<file path="config.mk">
export PLATFORM = sky130hd
export DESIGN_NAME = program_loader
export DESIGN_NICKNAME = d
export VERILOG_FILES = /design/src/rtl/loader_pkg.sv /design/src/rtl/byte_word_packer.sv /design/src/rtl/program_loader.sv
export SDC_FILE = /design/constraint.sdc
export NUM_CORES = 1
export LEC_CHECK = 0
export ABC_AREA = 0
export CAP_MARGIN = 10
export CORE_MARGIN = 3
export CORE_UTILIZATION = 45
export CTS_CLUSTER_DIAMETER = 50
export DETAILED_ROUTE_END_ITERATION = 8
export PLACE_DENSITY_LB_ADDON = 0.1
export SYNTH_ARGS = -nofsm -noshare
export SYNTH_HDL_FRONTEND = slang
export SYNTH_SLANG_ARGS = --single-unit
</file>
<file path="constraint.sdc">
create_clock -name clk -period 3.5 [get_ports clk]
set_input_delay 0.35 -clock clk [delete_from_list [all_inputs] [get_ports clk]]
set_output_delay 0.35 -clock clk [all_outputs]
set_load 0.02 [all_outputs]
</file>
<file path="src/rtl/loader_pkg.sv">
// Shared definitions for the boot-time program loader.
//   state_t            : loader FSM state encoding
//   DEF_SYNC_BYTE      : default frame start marker
//   DEF_MAX_WORDS      : default instruction memory capacity in words
//   DEF_TIMEOUT_CYCLES : default inter-byte gap limit inside a frame
package loader_pkg;

    typedef enum logic [2:0] {
        S_IDLE,
        S_LEN0,
        S_LEN1,
        S_DATA,
        S_DONE,
        S_ERROR
    } state_t;

    localparam logic [7:0]  DEF_SYNC_BYTE      = 8'hA5;
    localparam int unsigned DEF_MAX_WORDS      = 256;
    localparam int unsigned DEF_TIMEOUT_CYCLES = 50000;

endpackage

</file>
<file path="src/rtl/byte_word_packer.sv">
// Packs a little-endian byte stream into 32-bit words.
//   clk, rst      : clock, synchronous active-high reset
//   clear         : drops any partially assembled word
//   byte_valid    : byte strobe
//   byte_in       : byte data
//   word          : {b3,b2,b1,b0}, meaningful while word_valid is high
//   word_valid    : high on the strobe that carries the 4th byte
module byte_word_packer (
    input  logic        clk,
    input  logic        rst,
    input  logic        clear,
    input  logic        byte_valid,
    input  logic [7:0]  byte_in,
    output logic [31:0] word,
    output logic        word_valid
);

    logic [23:0] sr_q;
    logic [1:0]  cnt_q;

    always_ff @(posedge clk) begin
        if (rst || clear) begin
            sr_q  <= '0;
            cnt_q <= '0;
        end else if (byte_valid) begin
            sr_q  <= {byte_in, sr_q[23:8]};
            cnt_q <= cnt_q + 2'd1;
        end
    end

    // The 4th byte is combined straight from the input, so the word is
    // available on the same cycle as its last strobe.
    assign word       = {byte_in, sr_q};
    assign word_valid = byte_valid && (cnt_q == 2'd3);

endmodule

</file>
<file path="src/rtl/program_loader.sv">
// Boot-time program loader: framed byte stream -> instruction memory writes.
//   clk, Reset          : clock, synchronous active-high reset
//   byte_in, byte_valid : received byte stream, one strobe per byte
//   WE_mem, WD_mem, WA_mem : instruction memory write port (byte address)
//   CpuReset            : holds the core in reset during load and error
//   busy                : high in LEN0, LEN1, DATA
//   done                : one-cycle pulse after a successful load
//   err                 : high while in ERROR
module program_loader
    import loader_pkg::*;
#(
    parameter int unsigned MAX_WORDS      = DEF_MAX_WORDS,
    parameter int unsigned TIMEOUT_CYCLES = DEF_TIMEOUT_CYCLES,
    parameter logic [7:0]  SYNC_BYTE      = DEF_SYNC_BYTE
) (
    input  logic        clk,
    input  logic        Reset,
    input  logic [7:0]  byte_in,
    input  logic        byte_valid,
    output logic        WE_mem,
    output logic [31:0] WD_mem,
    output logic [9:0]  WA_mem,
    output logic        CpuReset,
    output logic        busy,
    output logic        done,
    output logic        err
);

    localparam logic [15:0] MAX_N    = 16'(MAX_WORDS);
    localparam logic [31:0] TMO_LAST = 32'(TIMEOUT_CYCLES - 1);

    state_t      state_q;
    logic [7:0]  len_lo_q;
    logic [15:0] len_q;
    logic [15:0] idx_q;
    logic [31:0] tmo_q;
    logic        we_q;
    logic [31:0] wd_q;
    logic [9:0]  wa_q;

    logic [15:0] len_n;
    logic        frame_start;
    logic        pk_valid;
    logic [31:0] pk_word;
    logic        pk_word_valid;

    assign len_n       = {byte_in, len_lo_q};
    assign frame_start = byte_valid && (byte_in == SYNC_BYTE) &&
                         (state_q == S_IDLE || state_q == S_ERROR);
    // Bytes beyond the last word of the frame are not packed.
    assign pk_valid    = byte_valid && (state_q == S_DATA) && (idx_q != len_q);

    byte_word_packer u_packer (
        .clk        (clk),
        .rst        (Reset),
        .clear      (frame_start),
        .byte_valid (pk_valid),
        .byte_in    (byte_in),
        .word       (pk_word),
        .word_valid (pk_word_valid)
    );

    always_ff @(posedge clk) begin
        if (Reset) begin
            state_q  <= S_IDLE;
            len_lo_q <= '0;
            len_q    <= '0;
            idx_q    <= '0;
            tmo_q    <= '0;
            we_q     <= 1'b0;
            wd_q     <= '0;
            wa_q     <= '0;
        end else begin
            we_q <= 1'b0;
            unique case (state_q)
                S_IDLE, S_ERROR: begin
                    if (frame_start) begin
                        state_q <= S_LEN0;
                        tmo_q   <= '0;
                    end
                end
                S_LEN0: begin
                    if (byte_valid) begin
                        len_lo_q <= byte_in;
                        tmo_q    <= '0;
                        state_q  <= S_LEN1;
                    end else if (tmo_q == TMO_LAST) begin
                        state_q <= S_ERROR;
                    end else begin
                        tmo_q <= tmo_q + 32'd1;
                    end
                end
                S_LEN1: begin
                    if (byte_valid) begin
                        len_q <= len_n;
                        idx_q <= '0;
                        tmo_q <= '0;
                        if (len_n == 16'd0 || len_n > MAX_N)
                            state_q <= S_ERROR;
                        else
                            state_q <= S_DATA;
                    end else if (tmo_q == TMO_LAST) begin
                        state_q <= S_ERROR;
                    end else begin
                        tmo_q <= tmo_q + 32'd1;
                    end
                end
                S_DATA: begin
                    // Completion is seen one cycle after the last write so
                    // that done trails WE_mem by a cycle.
                    if (idx_q == len_q) begin
                        state_q <= S_DONE;
                    end else if (byte_valid) begin
                        tmo_q <= '0;
                        if (pk_word_valid) begin
                            we_q  <= 1'b1;
                            wd_q  <= pk_word;
                            wa_q  <= {idx_q[7:0], 2'b00};
                            idx_q <= idx_q + 16'd1;
                        end
                    end else if (tmo_q == TMO_LAST) begin
                        state_q <= S_ERROR;
                    end else begin
                        tmo_q <= tmo_q + 32'd1;
                    end
                end
                S_DONE: begin
                    state_q <= S_IDLE;
                end
                default: begin
                    state_q <= S_IDLE;
                end
            endcase
        end
    end

    assign WE_mem   = we_q;
    assign WD_mem   = wd_q;
    assign WA_mem   = wa_q;
    assign busy     = (state_q == S_LEN0) || (state_q == S_LEN1) || (state_q == S_DATA);
    assign err      = (state_q == S_ERROR);
    assign done     = (state_q == S_DONE);
    assign CpuReset = busy || err;

endmodule

</file>
; ---- Word level (Yosys, flattened, before mapping)
; Index checks and enable logic that the tools add are counted.
[classes]
addsub = 3
magnitude_cmp = 1
n_eq_ne = 16
muxes = 19
bitwise = 3
n_reduce_logical = 24
[op_table]
columns = operator, count
row1 = 2-to-1 mux 32 bit, 4
row2 = case mux 32 bit (3 select lines), 1
row3 = 2-to-1 mux 16 bit, 4
row4 = adder 32 x 1 -> 32 bit (second input constant), 1
row5 = equality test 32 x 16 -> 1 bit (second input constant), 1
row6 = case mux 16 bit (2 select lines), 1
row7 = 2-to-1 mux 3 bit, 7
row8 = adder 16 x 1 -> 16 bit (second input constant), 1
row9 = equality test 16 bit, 1
row10 = greater-than comparator 16 x 9 -> 1 bit (second input constant), 1
row11 = zero test 16 bit, 1
row12 = inequality test 16 bit, 1
row13 = case mux 3 bit (4 select lines), 1
row14 = equality test 8 bit (second input constant), 1
row15 = inequality test 2 bit (second input constant), 4
row16 = equality test 3 x 2 -> 1 bit (second input constant), 2
row17 = equality test 3 bit (second input constant), 2
row18 = logical OR 1 bit, 6
row19 = AND reduction 2 bit, 3
row20 = logical AND 1 bit, 5
row21 = AND reduction 5 bit, 1
row22 = AND reduction 4 bit, 1
row23 = OR reduction 2 bit, 2
row24 = OR reduction 4 bit, 1
row25 = other kinds (11), 13
[word_totals]
register_bits = 142
in_bits = 11

; ---- Logic depth before layout (Yosys ltp)
; Gate-level depths: netlist (run 1).
[depth]
depth_word = 8
ltp_mapped = 10

; ---- Cells and area by module
; From an unflattened synthesis (run 1), not the netlist that was laid out.
[unflattened]
hier_cells = 802
area_unflattened_um2 = 6575.1
[by_module_without_submodules]
columns = module, n_inst, cells_each, area_per_inst_um2, seq_area_each_um2
row1 = program_loader, 1, 707, 5535.3, 2322.2
row2 = byte_word_packer, 1, 95, 1039.7, 520.5

; ---- Least setup slack after synthesis (run 1)
; No wires, ideal clock.
[synth_timing]
path_type = reg-to-reg
from = reg tmo_q[0]
to = reg tmo_q[30]
setup_time_ns = 0.115
t_arrival_ns = 1.962
t_required_ns = 3.385
setup_slack_ns = 1.423
path_stages_with_launch = 10
n_path_buf = 2
synth_period_minus_slack_ns = 2.077
path_cell_list = dfxtp_1 ha_1 and4_1 nand4_1 or4_1 buf_6 o211ai_4 buf_8 nor3_1 o21a_1
[synth_between]
elab_chain_len = 5
word_cells_on_any_way = 6
[synth_lines]
columns = item, line
row1 = start: declaration, program_loader.sv:36  ; logic [31:0] tmo_q;
row2 = start signal: assignment, program_loader.sv:90  ; tmo_q <= tmo_q + 32'd1;
row3 = start signal: assignment, program_loader.sv:105  ; tmo_q <= tmo_q + 32'd1;
row4 = start signal: assignment, program_loader.sv:124  ; tmo_q <= tmo_q + 32'd1;
row5 = adder 32 x 1 -> 32 bit / equality test 32 x 16 -> 1 bit (equally long branches), -
row6 = 2-to-1 mux 32 bit *, "program_loader.sv:87, program_loader.sv:102, program_loader.sv:121"
row7 = 2-to-1 mux 32 bit *, program_loader.sv:83  ; if (byte_valid) begin
row8 = 2-to-1 mux 32 bit, program_loader.sv:111  ; if (idx_q == len_q) begin
row9 = case mux 32 bit (3 select lines) *, program_loader.sv:75  ; unique case (state_q)
; Mark *: on every way between the ends. The rest lies on a longest branch, timed or not. The select of a mux whose other input is x is not followed.
; A chain may end at the register's enable or synchronous reset.

; ---- Final worst setup path (run 1)
[layout_timing]
from = reg idx_q[3]
to = reg tmo_q[29]
[layout_between]
elab_chain_len = 3
[layout_lines]
columns = item, line
row1 = start: declaration, program_loader.sv:35  ; logic [15:0] idx_q;
row2 = start signal: assignment, program_loader.sv:119  ; idx_q <= idx_q + 16'd1;
row3 = equality test 16 bit, program_loader.sv:111
row4 = inequality test 2 bit (no line), -
row5 = AND reduction 3 bit (no line), -
; No other way between the ends.

==> flow_metrics.py, run 1 <==
metrics = {
    "routing": {
        "wirelength_mm": 16.9,
        "dr.pass1.iters": 4,
        "drt_iter0_markers": 548,
        "drc_errors": 0,
        "vias_per_cell": 5.69,
        "wl_per_cell_um": 16.6,
        "vias": 5796,
        "ant_nets": 0,
    },
    "final_layout": {
        "final_nets": 843,
        "final-seq-area_mm2": 0.00284,
        "layout-drive-gt1-share_pct": 8.08,
        "final_common_cell": "nand2_1",
        "layout_common_cells": "207 x nand2_1, 142 x dfxtp_1, 122 x a21oi_1, 54 x clkdlybuf4s50_1, 22 x nor2_1",
        "area_delta_synth_final_pct": 17.9,
        "multi_input_area_mm2": 0.00320,
        "diodes": 0,
        "n_fill_cell": 1265,
    },
    "yosys": {
        "synth_edf_count": 0,
        "synth_area_mm2": 0.00637,
        "ys_seq_area_share_pct": 44.6,
        "avgSynthCellArea_um2": 8.04,
        "synth_flop_cell": "dfxtp_1",
        "yosys_warnings": 0,
        "synth.distinct_cells": 60,
        "synthCells": 792,
        "ys_async_sr_fraction_pct": 0,
        "yosys_register_bits": 142,
    },
    "timing": {
        "fin_setup_tns_ns": 0,
        "fmax_mhz": 357,
        "finalCritPeriodShare_pct": 79.9,
        "tightest_slew_ns": 0.810,
        "hold_viol": 0,
        "drv_slew": 0,
        "fin_worst_skew_ns": 0.0110,
        "setup_violations": 0,
        "rsz0062_at_grt": "no",
        "layout_min_cycle_time_ns": 2.80,
        "max_slew_margin_pct": 45.7,
        "setup_slack_ns": 0.702,
    },
    "place": {
        "gp_congestion": 0.905,
        "dp_hpwl_mm": 11.5,
        "io_buffers": 55,
        "dp_slack_ns": 0.565,
    },
    "setup_path": {
        "crit_family": "compound AO/OA/AOI/OAI gates",
        "cp.arrival_ns": 3.15,
        "regToRegSetupSlack_ns": 0.70,
        "crit_buf_inv": 1,
        "end_kind": "register",
        "cp_slowest_cell": "o211ai_4",
        "cp_max_fo": 37,
        "cp_data_required_time_ns": 3.85,
        "max_stage_delay_ns": 0.68,
        "path_cells": "xor2_1 -> nor4_1 -> nand4_2 -> buf_4 -> o211ai_4 -> o21ai_0 -> a21oi_1",
        "worstSetupPathType": "reg2reg",
        "cp-start-kind": "register",
    },
    "global_route": {
        "grt_overflow_total": 0,
        "antenna_found_initial": 0,
        "grt_max_degree": 50,
        "grt_pass1_wl_mm": 27.6,
        "grt_pass1_vias": 5402,
        "grtUsageTotal_pct": 21.5,
    },
    "clocking": {
        "cts_resized": 0,
        "htree_levels": 4,
        "cts_buffers": 17,
        "cts.sinks": 142,
        "cts_hold_buf": 0,
        "path_clk_slew_ns": 0.07,
        "ctsLongestPathBuffers": 2,
        "cts_tree": "done",
        "clkLatencyLatePin_ns": 0.43,
        "postCtsSetupRepairBufs": 0,
        "clock-root-buffer": "clkbuf_16",
    },
    "die": {
        "die_h_um": 125,
        "die_x_um": 125,
        "pin_count": 58,
        "core_mm2": 0.0136,
        "rows": 42,
        "dieArea_mm2": 0.0156,
        "start_util_pct": 47.0,
    },
    "job": {
        "drv_cap": 0,
    },
    "outcome": {
        "status": "finished, final reports clean",
    },
    "power_and_ir_drop": {
        "power.density_mw_per_mm2": 451,
        "p_leak_nw": 2.48,
        "peakVddDrop_v": 0.000370,
    },
    "worst_hold_path": {
        "hold_path.class": "in2reg",
    },
}
worst reg2reg max path, delay by kind of cell, from the launching register on:
| family | cells | cell delay, ns |
|---|---|---|
| XOR/XNOR | 1 | 0.11 |
| AND/OR/NAND/NOR | 2 | 0.76 |
| AO/OA/AOI/OAI | 3 | 1.13 |
| flip-flops | 1 | 0.48 |
| buffers and inverters | 1 | 0.25 |
layout make-up:
cell class                      instances  area share (%)
Sequential cell                       142            37.8
Multi-Input combinational cell        590            42.6
Clock inverter                         15            1.72
Clock buffer                           17            5.66
Inverter                                7           0.350
Timing Repair Buffer                   71            8.86
Tap cell                              176            2.93
worst paths after layout:
kind / start / endpoint / cells after the start
setup / recovery: idx_q[3] / tmo_q[29] / 7
hold / removal: Reset / WD_mem[20] / 2
setup reg to reg: idx_q[3] / tmo_q[29] / 7
hold reg to reg: WA_mem[9] / WA_mem[9] / 2
logic make-up after synthesis:
family / share of synthesized area, %
xor gates and xnor gates: 3.16
DFF: 44.6
and+or+nand+nor: 26.8
AOI/OAI and AO/OA: 19.6
other: 0.0589
adders and majority gates: 0.589
buffers and inverters: 5.20
registers in the layout, indices dropped and copies added (netlist names):
signal	cells
u_packer.sr_q	24
state_q	3
tmo_q	32
WD_mem	32
WE_mem	1
len_q	16
idx_q	16
WA_mem	8
u_packer.cnt_q	2
len_lo_q	8
routing by layer:
layer  up-vias  wire length (um)  GRT usage, %
met3        33               743          5.46
li1       2877                 -             -
met4         0               391          8.35
met5         -                 0             0
met2       156              7790          33.8
met1      2730              8020          28.6
power breakdown:
group	total, mW	internal [mW]	switching, mW
clock network	1.71	0.928	0.779
logic	0.0695	0.0192	0.0503
registers	1.62	1.62	0.000179
total	3.39	2.56	0.829
synth_stat cells (5+ instances only):
library cell | count | area share [%]
nand2_1 | 207 | 12
dfxtp_1 | 142 | 45
a21oi_1 | 123 | 9.7
clkbuf_1 | 23 | 1.4
nor2_1 | 22 | 1.3
or3_1 | 21 | 2.1
nand3_1 | 20 | 1.6
xor2_1 | 20 | 2.7
buf_2 | 16 | 1.3
o21ai_0 | 15 | 1.2
and3_1 | 14 | 1.4
or4_1 | 14 | 1.6
nand4_1 | 12 | 1.2
nor3_1 | 12 | 0.94
a31oi_1 | 11 | 1.1
o31ai_1 | 11 | 1.3
o21ai_1 | 10 | 0.79
inv_1 | 7 | 0.41
o211ai_1 | 7 | 0.82
and4_1 | 6 | 0.82
buf_4 | 6 | 0.71
nor4_1 | 6 | 0.59
buf_6 | 5 | 0.88
stage by stage:
stage	cells	area, um^2	total power [mW]	hold slack [ns]	utilization (%)
5_1_grt	1018	7510	3.50	0.362	55.4
2_1_floorplan	793	6370	1.69	0.432	-
3_3_place_gp	986	6960	1.72	0.443	51.3
6_report	1018	7510	3.39	0.373	55.4
4_1_cts	1018	7510	3.42	0.362	55.4
3_5_place_dp	986	6960	1.72	0.446	51.3
Note: power is estimated with default switching activity, not from simulation.
==> run 2, diff against run 1 <==
Clock period 3.5 ns to 2.55 ns, I/O delays scaled along.
==> run 2 against run 1 <==
Net effect: design area rose by 4.4%; global-route usage increased by 0.75 points; critical path depth fell by 3; die area unchanged; highest routed layer unchanged.
==> flow_metrics.py, run 2 (synthesis gave the netlist of run 1 again) <==
metrics = {
    "routing": {
        "vias_per_cell": 5.74,
        "ant_nets": 0,
        "wl_per_cell_um": 16.8,
        "drc_errors": 0,
        "wirelength_mm": 17.5,
        "vias": 6012,
        "dr.pass1.iters": 5,
        "drt_iter0_markers": 542,
    },
    "timing": {
        "setup_violations": 0,
        "drv_slew": 0,
        "fin_worst_skew_ns": 0.0119,
        "layout_min_cycle_time_ns": 2.43,
        "hold-worst-slack_ns": 0.299,
        "fmax_mhz": 411,
        "hold_viol": 0,
        "finalCritPeriodShare_pct": 95.4,
        "rsz0062_at_grt": "no",
    },
    "final_layout": {
        "final_common_cell": "nand2_1",
        "diodes": 0,
        "final_nets": 872,
        "final_cell_area_mm2": 0.00784,
        "area_delta_synth_final_pct": 23.1,
        "layout-drive-gt1-share_pct": 11.1,
        "layout_common_cells": "207 x nand2_1, 142 x dfxtp_1, 122 x a21oi_1, 54 x clkdlybuf4s50_1, 41 x buf_4",
    },
    "setup_path": {
        "regToRegSetupSlack_ns": 0.18,
        "cp.arrival_ns": 2.18,
        "cp_data_required_time_ns": 2.30,
        "cp-start-kind": "register",
        "cp_max_fo": 9,
        "worstSetupPathType": "reg2out",
        "end_kind": "primary output",
    },
    "job": {
        "drv_cap": 0,
    },
    "power_and_ir_drop": {
        "power.density_mw_per_mm2": 625,
        "p_leak_nw": 2.67,
        "peakVddDrop_v": 0.000501,
        "p_total_mw": 4.90,
    },
    "global_route": {
        "grtUsageTotal_pct": 22.3,
        "grtUsageMet1_pct": 28.8,
        "grt.busiest_layer": "met2",
        "met2_usage_pct": 37.1,
        "grt_overflow_total": 0,
        "grt_max_degree": 33,
        "grt_pass1_wl_mm": 28.6,
        "antenna_found_initial": 0,
        "grtUsageMet3_pct": 6.10,
        "grt_pass1_vias": 5653,
    },
    "die": {
        "dieArea_mm2": 0.0156,
        "core_mm2": 0.0136,
        "start_util_pct": 47.0,
        "die_h_um": 125,
        "pin_count": 58,
        "die_x_um": 125,
        "rows": 42,
    },
    "place": {
        "dp_hpwl_mm": 12.3,
        "gp_congestion": 0.880,
        "place_area_mm2": 0.00723,
        "io_buffers": 55,
    },
    "worst_hold_path": {
        "hold_path.class": "in2reg",
    },
    "clocking": {
        "ctsLongestPathBuffers": 2,
        "cts_hold_buf": 0,
        "cts_tree": "done",
        "clkLatencyLatePin_ns": 0.42,
        "cts.sinks": 142,
        "htree_levels": 4,
        "clock-root-buffer": "clkbuf_16",
        "path_clk_slew_ns": 0.06,
        "cts_buffers": 17,
    },
    "outcome": {
        "status": "finished, final reports clean",
    },
}
-- run 2: changes by cell type in the layout (fill, tap and decap cells not counted) --
cell / change
clkinv_4: -1
clkinvlp_4: -1
buf_12: +4
buf_4: +25
or4_4: +1
or4_1: -1
inv_8: -1
inv_6: -1
bufinv_16: +3
clkbuf_1: +1
-- run 2: layout make-up --
class / instances / area, um^2
clock buffers: 18 / 429
clock inverters: 14 / 183
fillers: 1256 / 5720
inverters: 7 / 26.3
multi-input cells: 590 / 3210
flip-flops and latches: 142 / 2840
well taps: 176 / 220
repair buffers: 100 / 933
-- run 2: worst max-delay path, cell delays in order, from the launching register on --
cell	delay, ns
dfxtp_1	0.53
and2b_1	0.24
buf_4	0.15
or2_2	0.29
clkdlybuf4s50_1	0.54
-- run 2: timing repair --
item / 4_1_cts / 5_1_grt
setup buffers: 0 / 0
endpoints found under the setup margin: 0 / 15
resized for setup: 0 / 1
-- run 2: stage by stage --
step           utilization (%)  worst slack, ns  setup TNS (ns)  instances
3_3_place_gp              53.3           0.0264               0       1015
6_report                  57.8            0.117               0       1047
2_1_floorplan                -            0.473               0        793
4_1_cts                   57.8           0.0730               0       1047
5_1_grt                   57.8          0.00653               0       1047
3_5_place_dp              53.3          -0.0375          -0.189       1015
-- run 2: worst paths after layout --
path	depth (start not counted)	endpoint	startpoint
setup / recovery	4	CpuReset	state_q[1]
hold reg to reg	2	WA_mem[2]	WA_mem[2]
hold / removal	3	WD_mem[17]	Reset
setup reg to reg	7	tmo_q[14]	tmo_q[4]
-- run 2: power breakdown --
group	switching (mW)	internal (mW)	total, mW
Combinational	0.0734	0.0368	0.110
Sequential	0.000253	2.22	2.22
Clock	1.01	1.56	2.57
-- run 2: routing by layer --
metal,vias to the layer above,wire length [um]
met2,197,8450
li1,2924,-
met4,0,244
met3,26,929
met5,-,0
met1,2865,7920
